File: config.mk
export PLATFORM = sky130hd
export DESIGN_NAME = alu_operand_stack
export DESIGN_NICKNAME = d
export VERILOG_FILES = /design/src/rtl/alu_operand_stack_pkg.sv /design/src/rtl/alu_operand_stack_regfile.sv /design/src/rtl/alu_operand_stack.sv
export SDC_FILE = /design/constraint.sdc
export NUM_CORES = 1
export LEC_CHECK = 0
export CORE_AREA = 4 4 186 188
export DETAILED_ROUTE_END_ITERATION = 8
export DIE_AREA = 0 0 190 192
export PLACE_DENSITY = 0.58
export SYNTH_ARGS = -nofsm -noshare
export SYNTH_HDL_FRONTEND = slang
export SYNTH_SLANG_ARGS = --single-unit
File: constraint.sdc
create_clock -name clk -period 6.03 [get_ports clk]
set_input_delay 1.206 -clock clk [delete_from_list [all_inputs] [get_ports clk]]
set_output_delay 1.206 -clock clk [all_outputs]
set_load 0.02 [all_outputs]
File: src/rtl/alu_operand_stack_pkg.sv
// Shared stack op encodings and operand requirements for the stack decoder and ALU control.
package alu_operand_stack_pkg;

  localparam logic [2:0] OP_NOP     = 3'b000;
  localparam logic [2:0] OP_PUSH    = 3'b001;
  localparam logic [2:0] OP_POP     = 3'b010;
  localparam logic [2:0] OP_POP2    = 3'b011;
  localparam logic [2:0] OP_REPLACE = 3'b100;
  localparam logic [2:0] OP_REDUCE  = 3'b101;
  localparam logic [2:0] OP_CLEAR   = 3'b110;

  // Minimum occupied entries an op consumes before it may execute.
  function automatic logic [1:0] op_need(input logic [2:0] op);
    case (op)
      OP_POP, OP_REPLACE: op_need = 2'd1;
      OP_POP2, OP_REDUCE: op_need = 2'd2;
      default:            op_need = 2'd0;
    endcase
  endfunction

endpackage

File: src/rtl/alu_operand_stack_regfile.sv
// Stack storage: one synchronous write port, two asynchronous read ports, no reset.
module alu_operand_stack_regfile #(
  parameter int WIDTH = 16,
  parameter int DEPTH = 16,
  parameter int PTR_W = 4
) (
  input  logic             clk,
  input  logic             we,
  input  logic [PTR_W-1:0] waddr,
  input  logic [WIDTH-1:0] wdata,
  input  logic [PTR_W-1:0] raddr_a,
  input  logic [PTR_W-1:0] raddr_b,
  output logic [WIDTH-1:0] rdata_a,
  output logic [WIDTH-1:0] rdata_b
);

  logic [WIDTH-1:0] mem [DEPTH];

  always_ff @(posedge clk) begin
    if (we) mem[waddr] <= wdata;
  end

  assign rdata_a = mem[raddr_a];
  assign rdata_b = mem[raddr_b];

endmodule

File: src/rtl/alu_operand_stack.sv
// Operand stack: count, sticky flags, legality checks and address generation around the regfile.
module alu_operand_stack
  import alu_operand_stack_pkg::*;
#(
  parameter int WIDTH = 16,
  parameter int DEPTH = 16,
  parameter int PTR_W = 4
) (
  input  logic             clk,
  input  logic             rst_n,
  input  logic [2:0]       op,
  input  logic [WIDTH-1:0] din,
  output logic [WIDTH-1:0] tos,
  output logic [WIDTH-1:0] nos,
  output logic [PTR_W:0]   count,
  output logic             empty,
  output logic             full,
  output logic             overflow,
  output logic             underflow
);

  localparam int CW = PTR_W + 1;
  localparam logic [CW-1:0] CNT_DEPTH = CW'(DEPTH);

  logic [CW-1:0]    count_q, count_d;
  logic             ovf_q, ovf_d;
  logic             unf_q, unf_d;
  logic [CW-1:0]    cnt_m1, cnt_m2;
  logic             we;
  logic [PTR_W-1:0] waddr;
  logic [WIDTH-1:0] rd_tos, rd_nos;
  logic             enough;

  assign cnt_m1 = count_q - CW'(1);
  assign cnt_m2 = count_q - CW'(2);
  assign enough = count_q >= CW'(op_need(op));

  always_comb begin
    count_d = count_q;
    ovf_d   = ovf_q;
    unf_d   = unf_q;
    we      = 1'b0;
    waddr   = cnt_m1[PTR_W-1:0];
    case (op)
      OP_PUSH: begin
        if (count_q != CNT_DEPTH) begin
          we      = 1'b1;
          waddr   = count_q[PTR_W-1:0];
          count_d = count_q + CW'(1);
        end else begin
          ovf_d = 1'b1;
        end
      end
      OP_POP: begin
        if (enough) count_d = cnt_m1;
        else        unf_d   = 1'b1;
      end
      OP_POP2: begin
        if (enough) count_d = cnt_m2;
        else        unf_d   = 1'b1;
      end
      OP_REPLACE: begin
        if (enough) we    = 1'b1;
        else        unf_d = 1'b1;
      end
      // The ALU result lands in the old nos slot, which becomes the new top.
      OP_REDUCE: begin
        if (enough) begin
          we      = 1'b1;
          waddr   = cnt_m2[PTR_W-1:0];
          count_d = cnt_m1;
        end else begin
          unf_d = 1'b1;
        end
      end
      OP_CLEAR: begin
        count_d = '0;
        ovf_d   = 1'b0;
        unf_d   = 1'b0;
      end
      default: ;
    endcase
  end

  always_ff @(posedge clk or negedge rst_n) begin
    if (!rst_n) begin
      count_q <= '0;
      ovf_q   <= 1'b0;
      unf_q   <= 1'b0;
    end else begin
      count_q <= count_d;
      ovf_q   <= ovf_d;
      unf_q   <= unf_d;
    end
  end

  alu_operand_stack_regfile #(
    .WIDTH(WIDTH),
    .DEPTH(DEPTH),
    .PTR_W(PTR_W)
  ) u_regfile (
    .clk     (clk),
    .we      (we),
    .waddr   (waddr),
    .wdata   (din),
    .raddr_a (cnt_m1[PTR_W-1:0]),
    .raddr_b (cnt_m2[PTR_W-1:0]),
    .rdata_a (rd_tos),
    .rdata_b (rd_nos)
  );

  // Unoccupied slots hold stale data, so gate reads by occupancy.
  assign tos       = (count_q != '0)       ? rd_tos : '0;
  assign nos       = (count_q >= CW'(2))   ? rd_nos : '0;
  assign count     = count_q;
  assign empty     = (count_q == '0);
  assign full      = (count_q == CNT_DEPTH);
  assign overflow  = ovf_q;
  assign underflow = unf_q;

endmodule

# Word-level counts from Yosys, hierarchy flattened
# Memory sizes are Yosys's and may differ from the RTL's.
# Index checks and enable logic that the tools add are counted.
op_classes:
  n_addsub: 3
  magnitude_cmp: 2
  n_eq_ne: 13
  muxes: 19
  reduce_logical: 13
ops:
  columns: ["cell", "n"]
  rows:
  - ["$mux W16", 2]
  - ["$pmux W5 S4", 1]
  - ["$mux W5", 3]
  - ["$eq A3 B3 Y1 const B", 3]
  - ["$mux W4", 2]
  - ["$ne A2 B2 Y1 const B", 4]
  - ["$pmux W4 S2", 1]
  - ["$reduce_or A2 Y1", 4]
  - ["$eq A3 B2 Y1 const B", 2]
  - ["$mux W1", 6]
  - ["$pmux W1 S2", 3]
  - ["$add A5 B1 Y5 const B", 1]
  - ["$eq A5 B5 Y1 const B", 1]
  - ["$ge A5 B2 Y1", 1]
  - ["$ge A5 B2 Y1 const B", 1]
  - ["$logic_not A5 Y1", 1]
  - ["$ne A5 B5 Y1 const B", 1]
  - ["$reduce_bool A5 Y1", 1]
  - ["$sub A5 B1 Y5 const B", 1]
  - ["$sub A5 B2 Y5 const B", 1]
  - ["$pmux W2 S2", 1]
  - ["$reduce_and A2 Y1", 2]
  - ["$reduce_and A4 Y1", 1]
  - ["$reduce_bool A2 Y1", 2]
  - ["4 further kinds", 4]
totals:
  register_bits: 7
  ramBits: 256
  inputBits: 21
  out_inout_bits: 41
  wordCells: 54
  mem_count: 1
memory_table:
  columns: ["memory", "depth", "width", "rd", "rd_ports_with_merged_regs", "wr", "line", "rtl"]
  rows:
  - ["u_regfile.mem", 16, 16, 2, 0, 1, "alu_operand_stack_regfile.sv:17", "logic [WIDTH-1:0] mem [DEPTH];"]

# Logic depth before layout (Yosys ltp)
# Gate-level depths: netlist of the first run.
depth:
  word_depth: 8
  ltp_mapped: 14
  mapped_depth_nobuf: 8

# Cells and area by module
# From an unflattened synthesis of the first run, not the netlist that was laid out.
unflattened:
  cells_unflattened: 730
  hier_area_um2: 12948.7
by_module_without_submodules:
  columns: ["mod", "n_inst", "cells_per_inst", "area_each_um2", "seq_area_each_um2"]
  rows:
  - ["alu_operand_stack_regfile", 1, 553, 11673.7, 7687.4]
  - ["alu_operand_stack", 1, 177, 1275.0, 175.2]

# Worst setup path before layout of the first run
# No wires, ideal clock.
synth_timing:
  path_type: "input to register"
  from: "input op[2]"
  to: "memory u_regfile.mem[8][0], enable pin"
  setup_ps: 409
  arrival_ps: 4855
  required_time_ps: 5621
  setup_slack_ps: 766
  stages: 10
  n_path_buf: 2
  cell_sequence: "clkbuf_1 clkbuf_1 nand2b_1 a21oi_1 ha_1 nand2b_1 a2111oi_4 o32ai_2 or4_4 nor3_1"
synth_via:
  elab_chain_cells: 8
  word_cells_on_any_way: 16
  classes_between: "1 x order compare; 5 x eq/ne; 7 x mux; 3 x reduce/logical"
synth_rtl:
  columns: ["item", "line", "rtl"]
  rows:
  - ["start, declared", "alu_operand_stack.sv:11", "input logic [2:0] op,"]
  - ["$eq A3 B3 Y1 or $eq A3 B2 Y1 (tied branches)", "alu_operand_stack_pkg.sv:14, alu_operand_stack.sv:44", null]
  - ["$reduce_or A2 Y1", "alu_operand_stack_pkg.sv:14", "case (op)"]
  - ["$pmux W2 S2", "alu_operand_stack_pkg.sv:14", null]
  - ["$ge A5 B2 Y1", "alu_operand_stack.sv:36", "assign enough = count_q >= CW'(op_need(op));"]
  - ["$mux W1", "alu_operand_stack.sv:63, alu_operand_stack.sv:68", null]
  - ["$pmux W1 S2", "alu_operand_stack.sv:44", "case (op)"]
  - ["$mux W1", "alu_operand_stack_regfile.sv:20", "if (we) mem[waddr] <= wdata;"]
  - ["$mux W1 (implied by the code)", "alu_operand_stack_regfile.sv:20", null]
  - ["end, declared", "alu_operand_stack_regfile.sv:17", null]
# Several ways; a longest one is shown, not always the timed one.

# Worst setup path after layout of the first run
layout_timing:
  from: "register count_q[2], in the netlist count[2]"
  to: "output nos[5]"
layout_via:
  elab_chain_cells: 3
  word_cells_on_any_way: 4
  classes_between: "1 x add/sub; 1 x order compare; 1 x mux; 1 x memory"
layout_rtl:
  columns: ["item", "line", "rtl"]
  rows:
  - ["start, declared", "alu_operand_stack.sv:25", "logic [CW-1:0] count_q, count_d;"]
  - ["start signal, assigned", "alu_operand_stack.sv:91", "count_q <= count_d;"]
  - ["$sub A5 B2 Y5", "alu_operand_stack.sv:35", "assign cnt_m2 = count_q - CW'(2);"]
  - ["$mem_v2 Z16 W16", null, null]
  - ["$mux W16 *", "alu_operand_stack.sv:114", "assign nos = (count_q >= CW'(2)) ? rd_nos : '0;"]
  - ["end, declared", "alu_operand_stack.sv:14", "output logic [WIDTH-1:0] nos,"]
# Every way passes the cells marked *; elsewhere a longest branch is shown, timed or not.

==> impl_results.md, run 1 <==
* Clock latency on the worst-skew pair at 550 ps
* Hold Fails Final Rpt at 0
* Synth area leaders: edfxtp_1 (59%), mux4_2 (25%), a211oi_1 (1.9%)
* Top FF cell, synth: edfxtp_1
* Full die area at 36500 um^2
* Clk sinks at 263
* Worst-margin pin slew at 1080 ps
* Sequential fraction of design power at 26.6%
* Syn avg cell area at 18.7 um^2
* Tcrit/Tclk final at 86.4%
* Net Sw Frac at 38.5%
* Mapped cell area at 13000 um^2
* Clock root buffer: clkbuf_16
* DRC violations left at 0
* R2R Path Start: count[2]
* Num CTS Buffers at 29
* H-tree levels at 1
* Reg-to-reg setup timing slack at 2260 ps
* Synth Area in Compound Gates at 5.35%
* Syn-to-layout area delta at 16.9%
* Hold Crit Start: overflow
* Largest family of logic cells by synthesized area: multiplexers
* Antenna violations before repair at 1
* Number of max-cap violations at 0
* CP endpoint kind: output port
* Top cell type's share of synthesized area at 58.9%
* Design area at 15300 um^2
* Row cnt at 67
* CTS tree: built
* WP data required at 4820 ps
* Synth Register Bits at 263
* Die Wd at 190 um
* Fin crit period at 5210 ps
* Vias post-DR at 7433
* Post-DP Area at 14400 um^2
* EDFF count, synth at 256
* Final Non-Filler Cells at 1232
* Fin. max-slew vios at 0
* Post-Synth Adder-Cell Area at 0.863%
* Post-synthesis xor/xnor area fraction at 0.269%
* F_max at 192 MHz
* Hold buffers post-CTS at 0
* Post-synth ARST share at 2.66%
* GRT Overall Usage at 18.5%
* Pint at 5.18 mW
* CP max-delay cell: xor2_4
* Core area at 33100 um^2
* Slew headroom at 28.0%
* Status: finished, final reports clean
* TritonRoute pass-1 iters at 5
* Global-route wire length before repair at 50.6 mm
* R2R Path End: u_regfile.mem[13][3]
* Power density over the cells at 552 nW/um^2
* Final setup viols at 0
* CTS resizes at 0
* Clk buf depth at 3
* Worst path cell trace: inv_1 -> ha_1 -> xor2_4 -> mux4_1 -> nor2b_1 -> clkdlybuf4s50_1
* Antenna cells at 0
* Die H at 192 um
* GPL Wtd Cong at 0.900
* Post-Syn Nets at 727
* GRT Residual Overflow at 0
* PortBufs at 61
* Routed WL per cell at 27.6 um
* Initial Util at 39.4%
* CP peak stage delay at 830 ps
* Syn Inst Count at 697
* Max Fanout on Critical Path at 17
* DP Cell Count at 1178
* DR iter-0 viols at 733
* Synth Area in Simple Gates at 4.34%
* Switching Power at 3.24 mW
* Mux share of post-synthesis cell area at 26.5%
* Largest area contributor in the netlist: edfxtp_1
* Leakage power at 4.80 nW
* Postcts setup bufs at 0
* Share of layout cells above drive strength 1 at 31.6%
* Vias per Instance at 6.03
* Layout Skew at 12.3 ps
* WHS Path Cells at 2
* Largest net degree at the start of global routing at 142
* Clock Power Share at 19.8%
* Unrepaired setup endpoints after global routing: false
* DRT Wirelength at 34.0 mm
* Hold endpoint: overflow
* Ys Warns at 0
* Post-synthesis sequential area ratio at 60.3%
* # nets final at 791
* Crit Path Class: reg -> out
* Critical path startpoint category: flip-flop
* Io pins at 62
* Peak VDD IR at 0.369 mV
* Hold crit path type: reg -> reg
* Register-to-Register Path Depth at 7
* Synth unique cells at 61
* Gate power share at 53.5%
* Hold WS at 542 ps
* Routed Antenna Nets at 0
* Clk slew on worst S/H paths at 60 ps
* Arr. time, crit path at 4000 ps
* TNS Setup at 0 ps
* Vias in the first global route at 7570
* Hpwl dp at 22.3 mm
-- per-stage QoR --
step | total power, mW | utilization [%] | setup WS, ps
2_1_floorplan | 5.11 | - | 766
3_3_place_gp | 6.79 | 43.4 | 876
3_5_place_dp | 6.81 | 43.4 | 785
4_1_cts | 8.50 | 46.1 | 722
5_1_grt | 8.81 | 46.1 | 557
6_report | 8.42 | 46.1 | 823
-- metal layers --
layer	wire length (um)	vias up	GRT usage, %
met3	2630	40	3.83
li1	-	3118	-
met1	15000	3968	27.8
met4	554	0	3.87
met2	15900	307	28.3
met5	0	-	0
-- registers in the layout, indices dropped and copies added (netlist names) --
name and cells:
count 5, underflow 1, overflow 1, u_regfile.mem 256
-- cell type report --
cell class	count	area [um^2]
flip-flops and latches	263	7870
clock buffers	34	744
inverters	10	37.5
multi-input cells	368	5010
clock inverters	20	153
repair buffers	89	883
fillers	2770	17900
well taps	448	561
-- cell families after synthesis --
family          count (synthesis)
compound gates                 91
xor+xnor                        4
fa+ha+maj                       9
buf+inv                        66
flops                         263
mux                           164
simple gates                  100
-- critical path, delay by kind of cell (launching register included) --
family	cells	cell delay, ps
xor+xnor	1	830
mux	1	650
buf+inv	2	870
fa+ha+maj	1	330
flops	1	580
simple gates	1	200
-- power by group through the flow --
stage | Combinational, mW | Sequential [mW] | Clock, mW
after floorplan | 2.85 | 2.26 | 0
after global placement | 4.52 | 2.27 | 0
after detailed placement | 4.53 | 2.28 | 0
after CTS | 4.55 | 2.24 | 1.70
after global routing | 4.77 | 2.26 | 1.78
final | 4.51 | 2.24 | 1.67
-- placed cells by master (no fill, tap or decap), drive strengths merged, types with 2 or more instances in the layout --
master,n
o221ai,3
nand2b,5
clkbuf,34
nor2,14
clkdlybuf4s50,61
and2b,10
bufinv,2
a21oi,15
a32oi,4
o31ai,2
buf,28
nand3,2
a2111oi,2
or2,3
o32ai,3
inv,11
clkinv,16
mux2i,19
dfrtp,7
mux4,144
nand2,15
o211ai,2
edfxtp,256
nor3,22
xnor2,3
nor2b,23
a31oi,2
o21ai,7
o22ai,4
a221oi,2
a211oi,34
ha,9
-- cell usage after synthesis, types with 6 or more instances --
master	number
buf_4	6
nor2b_1	23
buf_2	16
nor2_1	14
ha_1	9
a211oi_1	33
nand2_1	15
mux2i_1	19
dfrtp_1	7
inv_1	8
nor3_1	19
clkbuf_1	23
buf_1	7
edfxtp_1	256
mux4_2	142
a21oi_1	15
and2b_1	10
-- how the worst max path moves through the flow --
stage	start	end	slack (ps)
after floorplan	op[2]	u_regfile.mem[8][0]	770
after global placement	op[1]	u_regfile.mem[13][10]	880
after detailed placement	op[1]	u_regfile.mem[13][10]	790
after CTS	count[0]	tos[4]	720
after global routing	count[2]	nos[5]	560
final	count[2]	nos[5]	820
Note: power is estimated with default switching activity, not from simulation.
==> inputs of run 2 (changes only) <==
--- a/config.mk
+++ b/config.mk
@@ -8,7 +8,7 @@
 export CORE_AREA = 4 4 186 188
 export DETAILED_ROUTE_END_ITERATION = 8
 export DIE_AREA = 0 0 190 192
-export PLACE_DENSITY = 0.58
+export PLACE_DENSITY = 0.61
 export SYNTH_ARGS = -nofsm -noshare
 export SYNTH_HDL_FRONTEND = slang
 export SYNTH_SLANG_ARGS = --single-unit
==> run 2 against run 1 <==
Against the previous run:
- wire length decreased by 7.9%
- largest power group unchanged
- sequential cell count unchanged
- combinational power decreased by 4%
- via count decreased by 1.2%
- setup slack got worse by 230 ps
==> impl_results.md, run 2 (same netlist as run 1, synthesis figures left out) <==
* R2R Path Start: count[1]
* Vias post-DR at 7345 (-1.2%)
* DRT Wirelength at 31.3 mm (-7.9%)
* Antenna cells at 0 (unchanged)
* Hold buffers post-CTS at 0 (unchanged)
* Clk buf depth at 3 (unchanged)
* Tcrit/Tclk final at 90.2% (+3.8 points)
* Syn-to-layout area delta at 16.5%
* Fin crit period at 5440 ps (+231 ps)
* DR iter-0 viols at 589 (-20%)
* Register-to-Register Path Depth at 7 (unchanged)
* CP endpoint kind: output port
* R2R Path End: u_regfile.mem[12][5]
* Leakage power at 4.81 nW (about the same)
* CTS tree: built
* Status: finished, final reports clean
* Global-route wire length before repair at 48.0 mm (-5.0%)
* GRT Overall Usage at 17.4% (-1.2 points)
* # nets final at 796 (+0.63%)
* Post-DP Area at 14400 um^2 (+0.10%)
* Clock root buffer: clkbuf_16
* GRT Residual Overflow at 0 (unchanged)
* Hold endpoint: overflow
* CTS resizes at 0 (unchanged)
* Largest Register: u_regfile.mem
* Slew headroom at 27.1% (-0.94 points)
* Num CTS Buffers at 27 (-6.9%)
* GPL Wtd Cong at 0.878 (-2.4%)
* TritonRoute pass-1 iters at 5 (unchanged)
* Critical path startpoint category: flip-flop
* WHS Path Cells at 2 (unchanged)
* Hpwl dp at 20.0 mm (-10%)
* TNS Setup at 0 ps (unchanged)
* Largest net degree at the start of global routing at 120 (-15%)
* Postcts setup bufs at 0 (unchanged)
* Fin. max-slew vios at 0 (unchanged)
* H-tree levels at 1 (unchanged)
* Vias per Instance at 5.95 (-1.3%)
* WP data required at 4820 ps (about the same)
* Final setup viols at 0 (unchanged)
* Vias in the first global route at 7801 (+3.1%)
* Routed Antenna Nets at 0 (unchanged)
* Io pins at 62 (unchanged)
* Post-Place Setup Slack at 910 ps (+125 ps)
* Core area at 33100 um^2 (unchanged)
* Hold Fails Final Rpt at 0 (unchanged)
* Commonest cells after routing, fill and taps aside: edfxtp_1 (256), mux4_2 (142), clkdlybuf4s50_1 (61)
* Unrepaired setup endpoints after global routing: false
* Clk slew on worst S/H paths at 60 ps (about the same)
* Full die area at 36500 um^2 (unchanged)
* Clk sinks at 263 (unchanged)
* Peak VDD IR at 0.341 mV (-7.7%)
* Die Wd at 190 um (unchanged)
* PortBufs at 61 (unchanged)
* Share of layout cells above drive strength 1 at 32.3% (+0.68 points)
* Clock latency on the worst-skew pair at 530 ps (-20 ps)
* Hold crit path type: reg -> reg
* Most common cell after layout, fill and taps aside: edfxtp_1
* Final WS setup at 592 ps (-231 ps)
* Worst-margin pin slew at 1090 ps (+16.2 ps)
* DRC violations left at 0 (unchanged)
* Largest register FFs at 256 (unchanged)
* Total power at 8.16 mW (-3.1%)
* Die H at 192 um (unchanged)
* Power density over the cells at 537 nW/um^2 (-2.8%)
* Initial Util at 39.4% (unchanged)
* Filler cell count at 2797 (+0.97%)
* Routed WL per cell at 25.4 um (-8.1%)
* F_max at 184 MHz (-4.2%)
* Arr. time, crit path at 4230 ps (+230 ps)
* Reg-to-reg setup timing slack at 2200 ps (-60 ps)
* Design area at 15200 um^2 (-0.31%)
* Crit Path Class: reg -> out
* Max Fanout on Critical Path at 24 (+7)
* Antenna violations before repair at 0 (-1)
* Row cnt at 67 (unchanged)
* Layout Skew at 9.20 ps (-3.10 ps)
* Number of max-cap violations at 0 (unchanged)
* Hold Crit Start: overflow
run 2: cell types whose count changed in the layout (fill, tap and decap cells not counted):
cell	previous run	this run
buf_4	23	33
buf_12	5	2
clkinv_1	9	6
clkbuf_16	29	27
clkinv_2	5	7
clkinv_4	2	0
inv_6	1	3
clkbuf_1	5	4
clkinvlp_4	1	0
run 2: critical path: stages (launching register included):
cell             delay (ps)
dfrtp_1                 570
inv_1                   230
ha_1                    330
a21boi_0                200
xnor2_2                 710
buf_4                   470
mux2i_1                 170
a211oi_1                320
clkdlybuf4s50_1         670
run 2: per-stage QoR:
step,utilization (%),hold slack [ps],instances
finish,45.9,525,1234
global route,45.9,570,1234
CTS,45.9,545,1234
detailed placement,43.4,528,1185
global placement,43.4,505,1185
floorplan,-,596,697
run 2: how the worst max path moves through the flow:
stage                     slack (ps)                    to  startpoint
final                            590               tos[12]    count[2]
after global placement          1060   u_regfile.mem[9][8]       op[1]
after global routing             350                tos[4]    count[2]
after CTS                        590                tos[4]    count[2]
after floorplan                  770   u_regfile.mem[8][0]       op[2]
after detailed placement         910  u_regfile.mem[12][6]       op[1]
run 2: layout make-up:
| class | instances | area (um^2) | share of cell area [%] |
|---|---|---|---|
| Clock buffer | 31 | 691 | 4.54 |
| Clock inverter | 18 | 144 | 0.946 |
| Inverter | 10 | 37.5 | 0.247 |
| Multi-Input combinational cell | 368 | 5010 | 32.9 |
| Sequential cell | 263 | 7870 | 51.7 |
| Tap cell | 448 | 561 | 3.69 |
| Timing Repair Buffer | 96 | 898 | 5.91 |
run 2: layer usage:
layer	GRT usage (%)	vias up	wire (um)
met5	0	-	0
met4	5.01	0	842
met3	2.60	56	1670
met2	30.2	245	16200
met1	22.8	3909	12600
li1	-	3135	-
run 2: power breakdown:
part | internal (mW) | switching, mW
clock | 0.906 | 0.671
sequential | 2.16 | 0.109
combinational | 2.08 | 2.24
